==> config.mk <==
export PLATFORM = sky130hd
export DESIGN_NAME = poly_wave_gen
export DESIGN_NICKNAME = d
export VERILOG_FILES = /design/src/rtl/poly_wave_pkg.sv /design/src/rtl/poly_wave_gen_voice.sv /design/src/rtl/poly_wave_gen.sv
export SDC_FILE = /design/constraint.sdc
export NUM_CORES = 1
export LEC_CHECK = 0
export BUFFER_PORTS_ARGS = -buffer_cell sky130_fd_sc_hd__buf_2
export CORE_MARGIN = 2
export CORE_UTILIZATION = 35
export DETAILED_ROUTE_END_ITERATION = 10
export MAX_ROUTING_LAYER = met4
export PLACE_DENSITY = 0.46
export RECOVER_POWER = 100
export SYNTH_ARGS = -nofsm -noshare
export SYNTH_HDL_FRONTEND = slang
export SYNTH_SLANG_ARGS = --single-unit
==> constraint.sdc <==
create_clock -name clk -period 10.35 [get_ports clk]
set_clock_uncertainty 0.05 [all_clocks]
set_input_delay 2.07 -clock clk [delete_from_list [all_inputs] [get_ports clk]]
set_output_delay 2.07 -clock clk [all_outputs]
set_load 0.05 [all_outputs]
==> src/rtl/poly_wave_pkg.sv <==
// poly_wave_pkg: shared constants for the polyphonic wave generator.
// Mode codes, note range, base pitch table and the phase-increment function.
package poly_wave_pkg;

  localparam logic [1:0] MODE_SQUARE = 2'd0;
  localparam logic [1:0] MODE_SAW    = 2'd1;
  localparam logic [1:0] MODE_TRI    = 2'd2;
  localparam logic [1:0] MODE_MUTE   = 2'd3;

  localparam logic [7:0] NOTE_LO = 8'h18;
  localparam logic [7:0] NOTE_HI = 8'h6B;

  localparam longint unsigned CLK_HZ = 100_000_000;

  // C..B of the reference octave (notes 0x3C..0x47), entry 0 is C.
  localparam logic [11:0][8:0] BASE_HZ = {
    9'd494, 9'd466, 9'd440, 9'd415,
    9'd392, 9'd370, 9'd349, 9'd330,
    9'd311, 9'd294, 9'd277, 9'd262
  };

  // Elaboration-time only. NOTE_LO is three octaves under the reference,
  // so the 2^-3 is folded into the divisor to keep everything integral.
  function automatic logic [63:0] inc_of(
    input logic [7:0] note,
    input int         acc_w
  );
    int          idx;
    int          oct;
    logic [3:0]  semi;
    logic [63:0] num;
    idx  = int'(note) - int'(NOTE_LO);
    oct  = idx / 12;
    semi = 4'(idx % 12);
    num  = 64'(BASE_HZ[semi]) << (acc_w + oct);
    return (num + 64'(4 * CLK_HZ)) / 64'(8 * CLK_HZ);
  endfunction

endpackage

==> src/rtl/poly_wave_gen_voice.sv <==
// wave_voice: one voice - phase accumulator, stored note, waveform shaper.
// In: clk, reset, mode, load/clear/kill, load_note. Out: active, note_q, sample.
module wave_voice
  import poly_wave_pkg::*;
#(
  parameter int ACC_W = 32,
  parameter int OUT_W = 10
) (
  input  logic             clk,
  input  logic             reset,
  input  logic [1:0]       mode,
  input  logic             load,
  input  logic             clear,
  input  logic             kill,
  input  logic [7:0]       load_note,
  output logic             active,
  output logic [7:0]       note_q,
  output logic [OUT_W-1:0] sample
);

  localparam int NUM_NOTES =
    int'(NOTE_HI) - int'(NOTE_LO) + 1;

  function automatic logic [NUM_NOTES-1:0][ACC_W-1:0]
    build_rom();
    logic [NUM_NOTES-1:0][ACC_W-1:0] rom;
    for (int i = 0; i < NUM_NOTES; i++)
      rom[i] = ACC_W'(inc_of(
        8'(int'(NOTE_LO) + i), ACC_W));
    return rom;
  endfunction

  localparam logic [NUM_NOTES-1:0][ACC_W-1:0]
    INC_ROM = build_rom();

  logic [ACC_W-1:0] phase;
  logic [ACC_W-1:0] inc_q;
  logic [6:0]       rom_idx;

  assign rom_idx = 7'(load_note - NOTE_LO);

  always_ff @(posedge clk) begin
    if (reset) begin
      active <= 1'b0;
      phase  <= '0;
      note_q <= '0;
      inc_q  <= '0;
    end else if (kill) begin
      active <= 1'b0;
      phase  <= '0;
    end else if (load) begin
      active <= 1'b1;
      phase  <= '0;
      note_q <= load_note;
      inc_q  <= INC_ROM[rom_idx];
    end else if (clear) begin
      active <= 1'b0;
      phase  <= '0;
    end else if (active) begin
      phase <= phase + inc_q;
    end
  end

  always_ff @(posedge clk) begin
    if (reset) begin
      sample <= '0;
    end else begin
      unique case (mode)
        MODE_SQUARE:
          sample <= {OUT_W{phase[ACC_W-1]}};
        MODE_SAW:
          sample <= phase[ACC_W-1 -: OUT_W];
        MODE_TRI:
          sample <= phase[ACC_W-1]
            ? ~phase[ACC_W-2 -: OUT_W]
            :  phase[ACC_W-2 -: OUT_W];
        MODE_MUTE:
          sample <= '0;
      endcase
    end
  end

endmodule

==> src/rtl/poly_wave_gen.sv <==
// poly_wave_gen: polyphonic oscillator bank with voice allocation/stealing,
// volume-scaled mix and sigma-delta pwm. Ports: note events in, mask/mix/pwm out.
module poly_wave_gen
  import poly_wave_pkg::*;
#(
  parameter  int NUM_VOICES = 4,
  parameter  int ACC_W      = 32,
  parameter  int OUT_W      = 10,
  localparam int SUM_W      = OUT_W + $clog2(NUM_VOICES)
) (
  input  logic                  clk,
  input  logic                  reset,
  input  logic                  in_valid,
  output logic                  in_ready,
  input  logic                  on_off,
  input  logic [7:0]            note,
  input  logic                  all_off,
  input  logic [1:0]            mode,
  input  logic [3:0]            volume,
  output logic [NUM_VOICES-1:0] active_mask,
  output logic                  steal,
  output logic [SUM_W-1:0]      mix,
  output logic                  pwm
);

  localparam int PTR_W =
    NUM_VOICES > 1 ? $clog2(NUM_VOICES) : 1;

  logic [NUM_VOICES-1:0]            active;
  logic [NUM_VOICES-1:0]            hit;
  logic [NUM_VOICES-1:0]            load;
  logic [NUM_VOICES-1:0]            clear;
  logic [NUM_VOICES-1:0]            free_sel;
  logic [NUM_VOICES-1:0][7:0]       note_q;
  logic [NUM_VOICES-1:0][OUT_W-1:0] sample;
  logic [PTR_W-1:0]                 steal_ptr;
  logic                             fire;
  logic                             in_range;
  logic                             found;
  logic                             do_steal;
  logic [SUM_W-1:0]                 sum;
  logic [SUM_W+3:0]                 scaled;
  logic [SUM_W-1:0]                 sd_acc;
  logic [SUM_W:0]                   sd_next;

  assign in_ready    = ~reset & ~all_off;
  assign fire        = in_valid & in_ready;
  assign in_range    = (note >= NOTE_LO) &&
                       (note <= NOTE_HI);
  assign active_mask = active;

  always_comb begin
    for (int i = 0; i < NUM_VOICES; i++)
      hit[i] = active[i] && (note_q[i] == note);
  end

  always_comb begin
    free_sel = '0;
    found    = 1'b0;
    for (int i = 0; i < NUM_VOICES; i++) begin
      if (!active[i] && !found) begin
        free_sel[i] = 1'b1;
        found       = 1'b1;
      end
    end
  end

  // A held note retriggers in place, so a note is never in two voices.
  always_comb begin
    load     = '0;
    clear    = '0;
    do_steal = 1'b0;
    if (fire && on_off && in_range) begin
      priority case (1'b1)
        |hit:  load = hit;
        found: load = free_sel;
        default: begin
          load[steal_ptr] = 1'b1;
          do_steal        = 1'b1;
        end
      endcase
    end
    if (fire && !on_off)
      clear = hit;
  end

  always_ff @(posedge clk) begin
    if (reset) begin
      steal_ptr <= '0;
      steal     <= 1'b0;
    end else begin
      steal <= do_steal;
      if (do_steal)
        steal_ptr <=
          (steal_ptr == PTR_W'(NUM_VOICES - 1))
          ? '0 : steal_ptr + PTR_W'(1);
    end
  end

  for (genvar g = 0; g < NUM_VOICES; g++) begin : g_voice
    wave_voice #(
      .ACC_W (ACC_W),
      .OUT_W (OUT_W)
    ) u_voice (
      .clk       (clk),
      .reset     (reset),
      .mode      (mode),
      .load      (load[g]),
      .clear     (clear[g]),
      .kill      (all_off),
      .load_note (note),
      .active    (active[g]),
      .note_q    (note_q[g]),
      .sample    (sample[g])
    );
  end

  always_comb begin
    sum = '0;
    for (int i = 0; i < NUM_VOICES; i++)
      sum = sum + SUM_W'(sample[i]);
  end

  assign scaled  = (SUM_W+4)'(sum) *
                   (SUM_W+4)'(volume);
  assign sd_next = {1'b0, sd_acc} + {1'b0, mix};

  always_ff @(posedge clk) begin
    if (reset) begin
      mix    <= '0;
      sd_acc <= '0;
      pwm    <= 1'b0;
    end else begin
      mix    <= scaled[SUM_W+3:4];
      sd_acc <= sd_next[SUM_W-1:0];
      pwm    <= sd_next[SUM_W];
    end
  end

endmodule

* Word level (Yosys, flattened, before mapping)
Memory sizes are Yosys's and may differ from the RTL's. Cells that the tools add are included.
Cells by class: reduce and logical (&&, ||, !) cells 33, magnitude comparators 5, $add $sub $neg 10, multiply operators 1, bitwise logic cells 8, equality and inequality tests 8, mux-type cells 34
Operators with widths (count):
- $pmux W10 S4 | 4
- $add A32 B32 Y32 | 4
- $mux W10 | 4
- $not A10 Y10 | 4
- $eq A8 B8 Y1 | 4
- $mux W32 | 1
- $reduce_or A4 Y1 | 5
- $mux W1 | 19
- $mul A12 B4 Y16 | 1
- $mux W4 | 4
- $add A12 B12 Y13 | 1
- $add A11 B10 Y12 | 1
- $add A12 B10 Y12 | 1
- $logic_and A1 B1 Y1 | 12
- $add A10 B10 Y11 | 1
- $ge A8 B5 Y1 const B | 1
- $le A8 B7 Y1 const B | 1
- $lt A7 B8 Y1 const B | 1
- $reduce_and A2 Y1 | 4
- $reduce_bool A2 Y1 | 4
- $sub A7 B5 Y7 const B | 1
- $eq A2 B2 Y1 const B | 3
- $logic_not A1 Y1 | 6
- $lt A2 B3 Y1 const B | 1
- other kinds (9) | 11
Storage, ports and cells: flip-flop bits (word level) 360, output and inout bits 19, bits in read-only memories 4096, input port bits 19, memories kept 1
Memories:
- (name not given) | depth 128, width 32, read ports 1, clocked after memory_dff 0, wr ports 0, line poly_wave_gen_voice.sv:55 | inc_q <= INC_ROM[rom_idx];

* Logic depth before layout (Yosys ltp)
Gate-level depths: netlist (run 1).
depth after elaboration 13, mapped depth 26

* Modules after synthesis
From an unflattened synthesis (run 1), not the netlist that was laid out.
Unflattened totals: cells, all modules 3533, area, all modules 26899.5 um^2
Modules (own cells, without submodules):
- wave_voice at g_voice[0].u_voice | cells each 763, area each 5780.5 um^2, instances 1, sequential area each 1381.3 um^2
- wave_voice at g_voice[3].u_voice | cells each 758, area each 5645.4 um^2, instances 1, sequential area each 1381.3 um^2
- wave_voice at g_voice[1].u_voice | cells each 744, area each 5636.7 um^2, instances 1, sequential area each 1381.3 um^2
- wave_voice at g_voice[2].u_voice | cells each 750, area each 5597.9 um^2, instances 1, sequential area each 1381.3 um^2
- poly_wave_gen | cells each 518, area each 4239.1 um^2, instances 1, sequential area each 560.5 um^2

* Worst setup path after synthesis (run 1)
Ideal clock, no wire load.
path type reg-to-reg, start point reg g_voice[0].u_voice.sample[1], end point reg mix[11], required time 10.172 ns, period minus slack after synthesis 5.921 ns, arrival time 5.744 ns, setup slack 4.429 ns, path buffers 0, cell stages (with the launch flop) 27, cells stage by stage dfxtp_1 -> inv_1 -> fa_1 -> fa_1 -> inv_1 -> ha_1 -> fa_1 -> a21o_1 -> a21oi_1 -> o21bai_1 -> a21oi_1 -> o21bai_1 -> a21oi_1 -> xnor2_1 -> and2_1 -> fa_1 -> inv_1 -> fa_1 -> inv_1 -> ha_1 -> and3_1 -> a21oi_1 -> o21ai_0 -> a221oi_1 -> nor2b_1 -> xor2_1 -> nor2_1
On the way: word-level cells in the longest chain between the ends 4
Ends and longest elaborated chain:
- start, declared | line poly_wave_gen_voice.sv:18 | output logic [OUT_W-1:0] sample
- start signal, assigned | line poly_wave_gen_voice.sv:70 | sample <= {OUT_W{phase[ACC_W-1]}};
- start signal, assigned | line poly_wave_gen_voice.sv:72 | sample <= phase[ACC_W-1 -: OUT_W];
- start signal, assigned | line poly_wave_gen_voice.sv:74 | sample <= phase[ACC_W-1]
- $add A10 B10 Y11 | line poly_wave_gen.sv:121 | sum = sum + SUM_W'(sample[i]);
- $add A11 B10 Y12 | line poly_wave_gen.sv:121
- $add A12 B10 Y12 | line poly_wave_gen.sv:121
- $mul A12 B4 Y16 | line poly_wave_gen.sv:124 | assign scaled = (SUM_W+4)'(sum) *
- end signal, assigned | line poly_wave_gen.sv:134 | mix <= scaled[SUM_W+3:4];
- end, declared | line poly_wave_gen.sv:22 | output logic [SUM_W-1:0] mix,
No other way between the ends. A chain may end at the register's enable or synchronous reset.

* Worst setup path after layout (run 1)
start point in reset, end point reg g_voice[2].u_voice.phase[24]
On the way: word-level cells in the longest chain between the ends 7, elaborated cells between the ends (all ways) 9, those cells by class 2 x mux; 3 x bitwise; 4 x reduce/logical
Ends and longest elaborated chain:
- start, declared | line poly_wave_gen.sv:12 | input logic reset,
- $not A1 Y1 | line poly_wave_gen.sv:46 | assign in_ready = ~reset & ~all_off;
- $and A1 B1 Y1 | line poly_wave_gen.sv:46
- $and A1 B1 Y1 | line poly_wave_gen.sv:47 | assign fire = in_valid & in_ready;
- $logic_and A1 B1 Y1 (2 in series) | line poly_wave_gen.sv:73 | if (fire && on_off && in_range) begin
- $mux W4 | line poly_wave_gen.sv:73
- $reduce_or A4 Y1 (no line) (*)
- end signal, assigned | line poly_wave_gen_voice.sv:60 | phase <= phase + inc_q;
- end, declared | line poly_wave_gen_voice.sv:36 | logic [ACC_W-1:0] phase;
Mark *: on every way between the ends. The rest lies on a longest branch, timed or not.

==> results of run 1 <==
[through the flow]
step / instance area, µm² / hold WS, ns / setup slack (ns) / util (%) / power [mW]
after floorplan: 20100 / 0.386 / 4.43 / - / 1.35
after global placement: 20800 / 0.401 / 4.00 / 36.8 / 1.44
after detailed placement: 20800 / 0.405 / 3.96 / 36.8 / 1.43
after CTS: 22000 / 0.413 / 3.94 / 39.0 / 2.82
after global routing: 21900 / 0.429 / 2.08 / 38.8 / 2.87
final: 21900 / 0.409 / 2.73 / 38.8 / 2.76
[registers in the layout, indices dropped and copies added, names as in the netlist]
register,count
g_voice.u_voice.active,4
g_voice.u_voice.inc_q,72
g_voice.u_voice.note_q,32
g_voice.u_voice.phase,128
g_voice.u_voice.sample,40
mix,12
pwm,1
sd_acc,12
steal,1
steal_ptr,2
[worst max-delay path by stage]
stage,endpoint,from,cells after the start
after global placement,mix[11],g_voice[0].u_voice.sample[1],26
final,g_voice[2].u_voice.phase[24],reset,11
after detailed placement,mix[11],g_voice[0].u_voice.sample[1],26
after global routing,g_voice[2].u_voice.phase[24],reset,11
after CTS,mix[11],g_voice[0].u_voice.sample[1],26
after floorplan,mix[11],g_voice[0].u_voice.sample[1],26
[logic make-up (layout without fill, tap and decap cells)]
logic type,count (synthesis),after routing,share of synthesized area [%]
AOI/OAI and AO/OA,606,606,18.9
xor gates and xnor gates,170,170,7.42
adders and majority gates,170,170,12.2
buffers and inverters,281,262,5.75
DFF,304,304,30.3
muxes,76,76,4.06
other,0,1,0
and+or+nand+nor,933,933,21.3
[Yosys cell counts, types with 34 or more instances]
| cell type | count |
|---|---|
| dfxtp_1 | 304 |
| clkbuf_1 | 91 |
| a21o_1 | 41 |
| nor2_1 | 347 |
| mux2i_1 | 69 |
| and3_1 | 34 |
| o21ai_0 | 104 |
| fa_1 | 44 |
| nand2_1 | 268 |
| and2_1 | 37 |
| nor2b_1 | 34 |
| ha_1 | 126 |
| nand3_1 | 54 |
| nor3_1 | 57 |
| xnor2_1 | 104 |
| a21oi_1 | 238 |
| xor2_1 | 66 |
| inv_1 | 130 |
| a211oi_1 | 50 |
[critical path, stage by stage]
cell and delay (ns):
clkbuf_1 2.13, nor2_1 0.75, nand4b_2 0.32, a211oi_1 0.16, inv_1 0.29, o22a_1 0.17, clkbuf_1 1.12, nand2_1 0.11
buf_4 0.31, or4_1 0.53, nand2_1 0.08
[cell type report]
class | instances | area (µm²) | area share (%)
timing repair buffer | 62 | 317 | 1.45
tap | 756 | 946 | 4.32
sequential | 304 | 6090 | 27.8
antenna | 1 | 2.50 | 0.0114
multi-input combinational | 1955 | 12800 | 58.4
clock buffer | 54 | 1110 | 5.08
clock inverter | 12 | 144 | 0.657
inverter | 134 | 503 | 2.30
[metal layers]
metal,up-vias,routed length (µm),global-route usage [%],part of all wire [%]
li1,8693,-,-,-
met1,8077,25000,23.4,47
met2,307,24700,29.9,46
met3,83,2080,2.86,3.9
met4,0,1880,6.82,3.5
met5,-,0,-,0
[placed cells by master (no fill, tap or decap), types with 8 or more instances in the layout]
cell type / netlist / layout
nor2_1: 347 / 348
dfxtp_1: 304 / 304
nand2_1: 268 / 269
a21oi_1: 238 / 238
inv_1: 130 / 130
ha_1: 126 / 126
o21ai_0: 104 / 108
xnor2_1: 104 / 102
mux2i_1: 69 / 69
xor2_1: 66 / 66
nor3_1: 57 / 57
nand3_1: 54 / 54
a211oi_1: 50 / 52
fa_1: 44 / 44
a21o_1: 41 / 41
clkbuf_16: 0 / 39
and2_1: 37 / 35
and3_1: 34 / 34
clkbuf_1: 91 / 34
nor2b_1: 34 / 33
a31oi_1: 21 / 21
o21a_1: 21 / 21
nand2b_1: 21 / 21
o211ai_1: 21 / 21
nand4_1: 19 / 19
buf_2: 21 / 19
buf_4: 13 / 16
or3_1: 13 / 14
o31ai_1: 13 / 13
or2_2: 10 / 10
o21bai_1: 9 / 9
o22ai_1: 8 / 8
clkbuf_8: 0 / 8
[power groups by stage]
stage,Sequential [mW],Clock (mW),Combinational [mW]
floorplan,1.20,0,0.151
global placement,1.20,0,0.237
detailed placement,1.20,0,0.236
CTS,1.17,1.41,0.237
global route,1.17,1.45,0.253
finish,1.17,1.36,0.232
==> key figures, run 1 <==
Floorplanning
  – CORE AREA: 56500 µm²
  – Core Rows: 87
  – Boundary Pins: 38
  – Die Area: 59300 µm²
  – Initial Util: 35.5%
  – Die Y: 243 µm
  – Die Wd: 243 µm

Timing
  – Hold Violations, Final: 0
  – Slew headroom: -104%
  – RSZ-0062 raised after global routing: no
  – TNS Setup: 0 ns
  – Setup-failing EPs final: 0
  – Top achievable clock speed: 0.131 GHz
  – Min Tclk post-route: 7.62 ns
  – Slew Viols, Final: 413
  – Slew at the pin with the worst max-slew slack: 3.06 ns
  – Period utilisation layout: 73.6%

Synthesis
  – Synthesized flop and latch total: 304
  – Largest cells by area after synthesis: dfxtp_1 (30%), ha_1 (7.9%), nor2_1 (6.5%)
  – YS warnings: 0
  – Synth Flop Type: dfxtp_1
  – Syn Inst Count: 2540
  – Async S/R FF share, synth: 0%
  – Number of flops mapped to enable cells by yosys: 0
  – Post-synth cell types: 86
  – Post-Syn Area: 20100 µm²
  – Syn_nets: 2729
  – Synth area leader: dfxtp_1
  – Syn_area_per_cell: 7.90 µm²
  – Area fraction of the dominant cell type after synthesis: 30.3%
  – Sequential area share after synthesis: 30.3%

Power and ir drop
  – Clock share of power: 49.1%
  – Maximum VDD drop: 0.000116 V
  – Sw Share: 25.6%
  – Pleak: 8.59 nW
  – Sequential share of power: 42.5%
  – Internal power: 2.05 mW
  – PwrDens: 126 nW/µm²
  – Switching Power: 0.706 mW
  – Combinational share of power: 8.4%

Critical path
  – Worst r2r dst: mix[11]
  – Reg2Reg Setup Slack: 3.89 ns
  – Critical path arrival: 8.06 ns
  – CP Data Required Time: 10.79 ns
  – Crit. End Element: register
  – R2R Path Start: g_voice[0].u_voice.sample[1]
  – Worst Setup Path Type: in -> reg
  – R2R cell count: 26
  – CP Max Fanout: 61
  – CP startpoint kind: primary input

Global route
  – GRT Overall Usage: 18.5%
  – Initial antenna violation count: 1
  – Vias in the first global route: 16600
  – Largest net degree at the start of global routing: 78
  – First-pass GRT wire length: 87.4 mm
  – Grt total ovfl: 0

Clocking
  – Root Buffer: clkbuf_16
  – H-tree lvl count: 2
  – TritonCTS buffer count: 39
  – Cts hold-fix bufs: 0
  – CTS tree: built
  – Cells resized by post-CTS repair: 0
  – CTS clk-pin slew, worst paths: 0.06 ns
  – Clock Path Buffers: 3
  – Clk sinks: 304
  – Clock Latency Late Sink: 0.55 ns
  – Postcts setup bufs: 0

Layout
  – Finished Layout Cells: 3278
  – Fill count: 5825
  – Nets: 2685
  – Area Overhead vs Synth: 9.12%
  – Fraction of layout cells with a size suffix above 1: 4.84%

Run status
  – Outcome: complete, but fails checks
  – Failing checks: max-capacitance violations, max-slew violations

Route
  – Vias per inst: 5.23
  – Drt pass-1 iters: 5
  – Via count: 17200
  – DRT Wirelength: 53.6 mm
  – Starting DRT DRC Count: 977
  – Final ANT Viol Nets: 0
  – DRC: 0
  – Wire per inst: 16.4 µm

Min path
  – Class of the worst hold path: reg -> reg
  – Worst hold path endpoint: g_voice[0].u_voice.inc_q[3]
  – Hold Path Depth: 2
  – Hold path startpoint: g_voice[0].u_voice.inc_q[3]

Place
  – Routability cong.: 0.883
  – Placed insts: 3211
  – Port bufs: 37
  – Hpwl dp: 37.7 mm

Job
  – Max cap viols: 11
No activity file was read; power rests on OpenSTA's default activity.
==> run 2: changes to the inputs <==
==> constraint.sdc (replaced) <==
create_clock -name clk -period 7.55 [get_ports clk]
set_clock_uncertainty 0.05 [all_clocks]
set_input_delay 1.51 -clock clk [delete_from_list [all_inputs] [get_ports clk]]
set_output_delay 1.51 -clock clk [all_outputs]
set_load 0.05 [all_outputs]
==> key figures, run 2 (same netlist as run 1, synthesis figures left out) <==
Run status
  – Outcome: complete, but fails checks
  – Failing checks: max-capacitance violations, max-slew violations

Route
  – Via count: 17200 (+0.43%)
  – Starting DRT DRC Count: 1007 (+3.1%)
  – Final ANT Viol Nets: 0 (unchanged)
  – DRC: 0 (unchanged)
  – DRT Wirelength: 54.5 mm (+1.7%)
  – Wire per inst: 16.6 µm (+1.6%)
  – Vias per inst: 5.25 (+0.33%)
  – Drt pass-1 iters: 5 (unchanged)

Layout
  – Nets: 2688 (+0.11%)
  – Most flops, register: g_voice.u_voice.phase
  – Fill count: 5884 (+1.0%)
  – Max reg flops: 128 (unchanged)
  – Finished Layout Cells: 3281 (+0.092%)
  – Most common cell after layout, fill and taps aside: nor2_1
  – Commonest non-fill, non-tap cells in the layout: nor2_1 (348), dfxtp_1 (304), nand2_1 (269), a21oi_1 (238), inv_1 (130)
  – Area Overhead vs Synth: 9.28%
  – Top Registers: g_voice.u_voice.phase: 128 flops, g_voice.u_voice.inc_q: 72 flops, g_voice.u_voice.sample: 40 flops
  – Fraction of layout cells with a size suffix above 1: 4.95% (+0.11 points)

Critical path
  – Crit. End Element: register
  – CP Data Required Time: 7.81 ns (-2.98 ns)
  – Critical path arrival: 6.84 ns (-1.22 ns)
  – R2R cell count: 26 (unchanged)
  – Reg2Reg Setup Slack: 0.97 ns (-2.92 ns)
  – CP startpoint kind: register
  – R2R Path Start: g_voice[0].u_voice.sample[1]
  – Worst r2r dst: mix[11]
  – Worst Setup Path Type: reg -> reg
  – CP Max Fanout: 5 (-92%)

Clocking
  – CTS clk-pin slew, worst paths: 0.06 ns (about the same)
  – Clk sinks: 304 (unchanged)
  – Cells resized by post-CTS repair: 0 (unchanged)
  – TritonCTS buffer count: 39 (unchanged)
  – Root Buffer: clkbuf_16
  – Postcts setup bufs: 0 (unchanged)
  – H-tree lvl count: 2 (unchanged)
  – CTS tree: built
  – Clock Latency Late Sink: 0.55 ns (about the same)
  – Cts hold-fix bufs: 0 (unchanged)
  – Clock Path Buffers: 3 (unchanged)

Timing
  – Period utilisation layout: 87.2%
  – Slew at the pin with the worst max-slew slack: 3.44 ns (+0.381 ns)
  – TNS Setup: 0 ns (unchanged)
  – Min Tclk post-route: 6.58 ns
  – Slew Viols, Final: 424 (+2.7%)
  – Setup-failing EPs final: 0 (unchanged)
  – Top achievable clock speed: 0.152 GHz
  – Hold Violations, Final: 0 (unchanged)
  – RSZ-0062 raised after global routing: no
  – Slew headroom: -129% (-25 points)

Global route
  – Vias in the first global route: 16400 (-1.2%)
  – Largest net degree at the start of global routing: 73 (-6.4%)
  – GRT Overall Usage: 18.7% (+0.14 points)
  – Initial antenna violation count: 0 (-1)
  – Grt total ovfl: 0 (unchanged)
  – First-pass GRT wire length: 88.0 mm (+0.75%)

Place
  – Hpwl dp: 38.4 mm (+1.9%)
  – Placed insts: 3214 (+0.093%)
  – Port bufs: 37 (unchanged)
  – Routability cong.: 0.900 (+1.9%)

Power and ir drop
  – PwrDens: 174 nW/µm² (+38%)
  – Pleak: 8.61 nW (+0.22%)
  – Maximum VDD drop: 0.000195 V (+68%)

Min path
  – Hold path startpoint: g_voice[2].u_voice.inc_q[17]
  – Hold Path Depth: 2 (unchanged)
  – Class of the worst hold path: reg -> reg
  – Worst hold path endpoint: g_voice[2].u_voice.inc_q[17]

Floorplanning
  – Initial Util: 35.5% (unchanged)
  – Die Area: 59300 µm² (unchanged)
  – CORE AREA: 56500 µm² (unchanged)
  – Core Rows: 87 (unchanged)
  – Die Y: 243 µm (unchanged)
  – Boundary Pins: 38 (unchanged)
  – Die Wd: 243 µm (unchanged)

Job
  – Max cap viols: 12 (+1)
run 2: cell count changes in the layout (fill, tap and decap cells not counted), moves of 2 or more:
cell	change
clkbuf_8	-2
o21ai_2	+2
clkbuf_1	+3
clkinvlp_4	-2
o21ai_0	-2
run 2: metrics by stage:
stage	power, mW	hold WS (ns)	area [µm²]	util, %	worst slack, ns
finish	3.81	0.410	21900	38.8	0.967
global route	3.96	0.426	21900	38.8	0.263
CTS	3.87	0.411	22100	39.0	1.03
detailed placement	1.97	0.403	20800	36.8	1.06
global placement	1.97	0.400	20800	36.8	1.13
floorplan	1.85	0.386	20100	-	1.63
run 2: where the power goes:
group,internal [mW],switching [mW]
sequential,1.61,0.00128
clock,1.14,0.729
combinational,0.0859,0.243
total,2.83,0.973
run 2: final cells by class:
cell class | instances | area [µm²] | area share (%)
Clock buffer | 53 | 1090 | 4.96
Antenna cell | 1 | 2.50 | 0.0114
Timing Repair Buffer | 65 | 332 | 1.51
Clock inverter | 13 | 173 | 0.787
Inverter | 134 | 503 | 2.29
Sequential cell | 304 | 6090 | 27.8
Multi-Input combinational cell | 1955 | 12800 | 58.4
Tap cell | 756 | 946 | 4.31
run 2: worst max-delay path by stage:
stage	to	cells past startpoint	slack, ns	start
global placement	mix[11]	26	1.13	g_voice[0].u_voice.sample[1]
detailed placement	mix[11]	26	1.06	g_voice[0].u_voice.sample[1]
CTS	mix[11]	26	1.03	g_voice[0].u_voice.sample[1]
finish	mix[11]	26	0.97	g_voice[0].u_voice.sample[1]
floorplan	mix[11]	26	1.63	g_voice[0].u_voice.sample[1]
global route	mix[11]	26	0.26	g_voice[0].u_voice.sample[1]
run 2: layer usage:
metal	up-vias	GRT usage [%]	part of all wire (%)
li1	8677	-	-
met1	8129	24.0	46
met2	344	30.1	46
met3	83	2.73	4.2
met4	0	5.95	3.1
met5	-	-	0
run 2: critical path, cell delays in order, from the launching register on:
cell	delay (ns)
dfxtp_1	0.30
inv_1	0.05
fa_1	0.50
fa_1	0.51
inv_1	0.04
ha_1	0.22
fa_1	0.40
a21o_1	0.17
a21oi_1	0.22
o21bai_1	0.09
a21oi_1	0.23
o21bai_1	0.10
a21oi_1	0.35
xnor2_1	0.20
and2_0	0.21
fa_1	0.49
inv_1	0.06
fa_1	0.53
inv_1	0.04
ha_1	0.32
and3_1	0.17
a21oi_1	0.11
o21ai_0	0.24
a221oi_1	0.35
nor2b_1	0.19
xor2_1	0.16
nor2_1	0.05
==> run 3: changes to the inputs <==
--- a/config.mk
+++ b/config.mk
@@ -11,7 +11,7 @@
 export DETAILED_ROUTE_END_ITERATION = 10
 export MAX_ROUTING_LAYER = met4
 export PLACE_DENSITY = 0.46
-export RECOVER_POWER = 100
+export RECOVER_POWER = 25
 export SYNTH_ARGS = -nofsm -noshare
 export SYNTH_HDL_FRONTEND = slang
 export SYNTH_SLANG_ARGS = --single-unit
==> key figures, run 3 (same netlist as run 1, synthesis figures left out) <==
Timing
  – RSZ-0062 raised after global routing: no
  – Top achievable clock speed: 0.152 GHz (about the same)
  – Hold Violations, Final: 0 (unchanged)
  – Setup-failing EPs final: 0 (unchanged)
  – Slew headroom: -131% (-1.3 points)
  – Slew Viols, Final: 307 (-28%)
  – Min Tclk post-route: 6.58 ns (-0.00546 ns)
  – Period utilisation layout: 87.1% (about the same)
  – Slew at the pin with the worst max-slew slack: 3.46 ns (+0.0195 ns)
  – TNS Setup: 0 ns (unchanged)

Critical path
  – CP startpoint kind: register
  – Reg2Reg Setup Slack: 0.97 ns (about the same)
  – Critical path arrival: 6.83 ns (about the same)
  – R2R cell count: 26 (unchanged)
  – CP Data Required Time: 7.81 ns (about the same)
  – Worst Setup Path Type: reg -> reg
  – CP Max Fanout: 5 (unchanged)
  – CP Capture Point: mix[11]
  – R2R Path Start: g_voice[0].u_voice.sample[1]
  – Worst setup startpoint: g_voice[0].u_voice.sample[1]
  – Worst r2r dst: mix[11]
  – Crit. End Element: register

Route
  – Wire per inst: 16.6 µm (about the same)
  – DRT Wirelength: 54.5 mm (about the same)
  – Final ANT Viol Nets: 0 (unchanged)
  – Starting DRT DRC Count: 986 (-2.1%)
  – DRC: 0 (unchanged)
  – Drt pass-1 iters: 5 (unchanged)
  – Via count: 17200 (-0.24%)
  – Vias per inst: 5.24 (-0.24%)

Min path
  – Class of the worst hold path: reg -> reg
  – Hold Path Depth: 2 (unchanged)

Floorplanning
  – Die Area: 59300 µm² (unchanged)
  – Die Y: 243 µm (unchanged)
  – Core Rows: 87 (unchanged)
  – CORE AREA: 56500 µm² (unchanged)
  – Die Wd: 243 µm (unchanged)
  – Boundary Pins: 38 (unchanged)
  – Initial Util: 35.5% (unchanged)

Layout
  – Top Registers: g_voice.u_voice.phase: 128 flops, g_voice.u_voice.inc_q: 72 flops, g_voice.u_voice.sample: 40 flops
  – Nets: 2688 (unchanged)
  – Fill count: 5872 (-0.20%)
  – Commonest non-fill, non-tap cells in the layout: nor2_1 (347), dfxtp_1 (304), nand2_1 (268), a21oi_1 (238), inv_1 (130)
  – Most common cell after layout, fill and taps aside: nor2_1
  – Most flops, register: g_voice.u_voice.phase
  – Area Overhead vs Synth: 9.52%
  – Max reg flops: 128 (unchanged)
  – Finished Layout Cells: 3281 (unchanged)
  – Fraction of layout cells with a size suffix above 1: 5.43% (+0.48 points)

Place
  – Hpwl dp: 38.4 mm (unchanged)
  – Port bufs: 37 (unchanged)
  – Placed insts: 3214 (unchanged)
  – Routability cong.: 0.900 (unchanged)

Global route
  – GRT Overall Usage: 18.7% (unchanged)
  – Routing usage on met3: 2.73% (unchanged)
  – Vias in the first global route: 16400 (unchanged)
  – Met1 Usage GRT: 24.0% (unchanged)
  – Grt total ovfl: 0 (unchanged)
  – Largest net degree at the start of global routing: 73 (unchanged)
  – First-pass GRT wire length: 88.0 mm (unchanged)
  – Global route hottest layer: met2
  – Initial antenna violation count: 0 (unchanged)
  – Met2 usage: 30.1% (unchanged)

Clocking
  – Cts hold-fix bufs: 0 (unchanged)
  – Postcts setup bufs: 0 (unchanged)
  – Clock Path Buffers: 3 (unchanged)
  – Clk sinks: 304 (unchanged)
  – TritonCTS buffer count: 39 (unchanged)
  – Root Buffer: clkbuf_16
  – Clock Latency Late Sink: 0.55 ns (about the same)
  – CTS clk-pin slew, worst paths: 0.06 ns (about the same)
  – H-tree lvl count: 2 (unchanged)
  – Cells resized by post-CTS repair: 0 (unchanged)
  – CTS tree: built

Power and ir drop
  – Maximum VDD drop: 0.000195 V (about the same)
  – PwrDens: 173 nW/µm² (-0.18%)
  – Pleak: 8.64 nW (+0.34%)

Run status
  – Outcome: complete, but fails checks
  – Failing checks: max-capacitance violations, max-slew violations

Job
  – Max cap viols: 7 (-5)
[run 3: changes by cell type in the layout (fill, tap and decap cells not counted), moves of 2 or more]
cell	delta
and2_0	-4
and2_1	+3
buf_4	+5
clkbuf_1	-5
o21ai_0	-2
[run 3: power by group]
| part | total, mW | switching, mW | internal [mW] |
|---|---|---|---|
| sequential | 1.61 | 0.00128 | 1.61 |
| clock | 1.87 | 0.728 | 1.14 |
| combinational | 0.331 | 0.244 | 0.0866 |
[run 3: how the worst min path moves through the flow]
stage / slack [ns] / to / start
2_1_floorplan: 0.39 / g_voice[3].u_voice.inc_q[17] / g_voice[3].u_voice.inc_q[17]
3_3_place_gp: 0.40 / g_voice[2].u_voice.inc_q[11] / g_voice[2].u_voice.inc_q[11]
3_5_place_dp: 0.40 / g_voice[2].u_voice.inc_q[17] / g_voice[2].u_voice.inc_q[17]
4_1_cts: 0.41 / g_voice[2].u_voice.inc_q[11] / g_voice[2].u_voice.inc_q[11]
5_1_grt: 0.43 / g_voice[2].u_voice.inc_q[12] / g_voice[2].u_voice.inc_q[12]
6_report: 0.41 / g_voice[2].u_voice.inc_q[17] / g_voice[2].u_voice.inc_q[17]
[run 3: through the flow]
| stage | utilization, % | setup slack (ns) | power, mW | instance area (µm²) | hold slack, ns |
|---|---|---|---|---|---|
| 3_5_place_dp | 36.8 | 1.06 | 1.97 | 20800 | 0.403 |
| 5_1_grt | 38.9 | 0.269 | 3.96 | 22000 | 0.426 |
| 3_3_place_gp | 36.8 | 1.13 | 1.97 | 20800 | 0.400 |
| 4_1_cts | 39.0 | 1.03 | 3.87 | 22100 | 0.411 |
| 2_1_floorplan | - | 1.63 | 1.85 | 20100 | 0.386 |
| 6_report | 38.9 | 0.972 | 3.81 | 22000 | 0.410 |
[run 3: layout make-up]
| type | count | area (µm²) | area share, % |
|---|---|---|---|
| timing repair buffer | 65 | 350 | 1.59 |
| antenna | 1 | 2.50 | 0.0114 |
| tap | 756 | 946 | 4.30 |
| clock inverter | 13 | 173 | 0.786 |
| sequential | 304 | 6090 | 27.7 |
| clock buffer | 53 | 1090 | 4.95 |
| multi-input combinational | 1955 | 12800 | 58.4 |
| inverter | 134 | 503 | 2.29 |
[run 3: layer usage]
layer / vias to the layer above / part of all wire [%] / wire (µm)
met3: 77 / 3.8 / 2090
met4: 0 / 3.1 / 1670
met5: - / 0 / 0
met1: 8132 / 47 / 25600
li1: 8681 / - / -
met2: 301 / 46 / 25200
[run 3: critical path: stages, from the launching register on]
cell and delay, ns:
dfxtp_1 0.30, inv_1 0.05, fa_1 0.50, fa_1 0.51, inv_1 0.04, ha_1 0.22
fa_1 0.40, a21o_1 0.17, a21oi_1 0.22, o21bai_1 0.10, a21oi_1 0.23, o21bai_1 0.10
a21oi_1 0.36, xnor2_1 0.19, and2_1 0.20, fa_1 0.48, inv_1 0.06, fa_1 0.53
inv_1 0.04, ha_1 0.32, and3_1 0.17, a21oi_1 0.11, o21ai_0 0.24, a221oi_1 0.35
nor2b_1 0.19, xor2_1 0.16, nor2_1 0.05
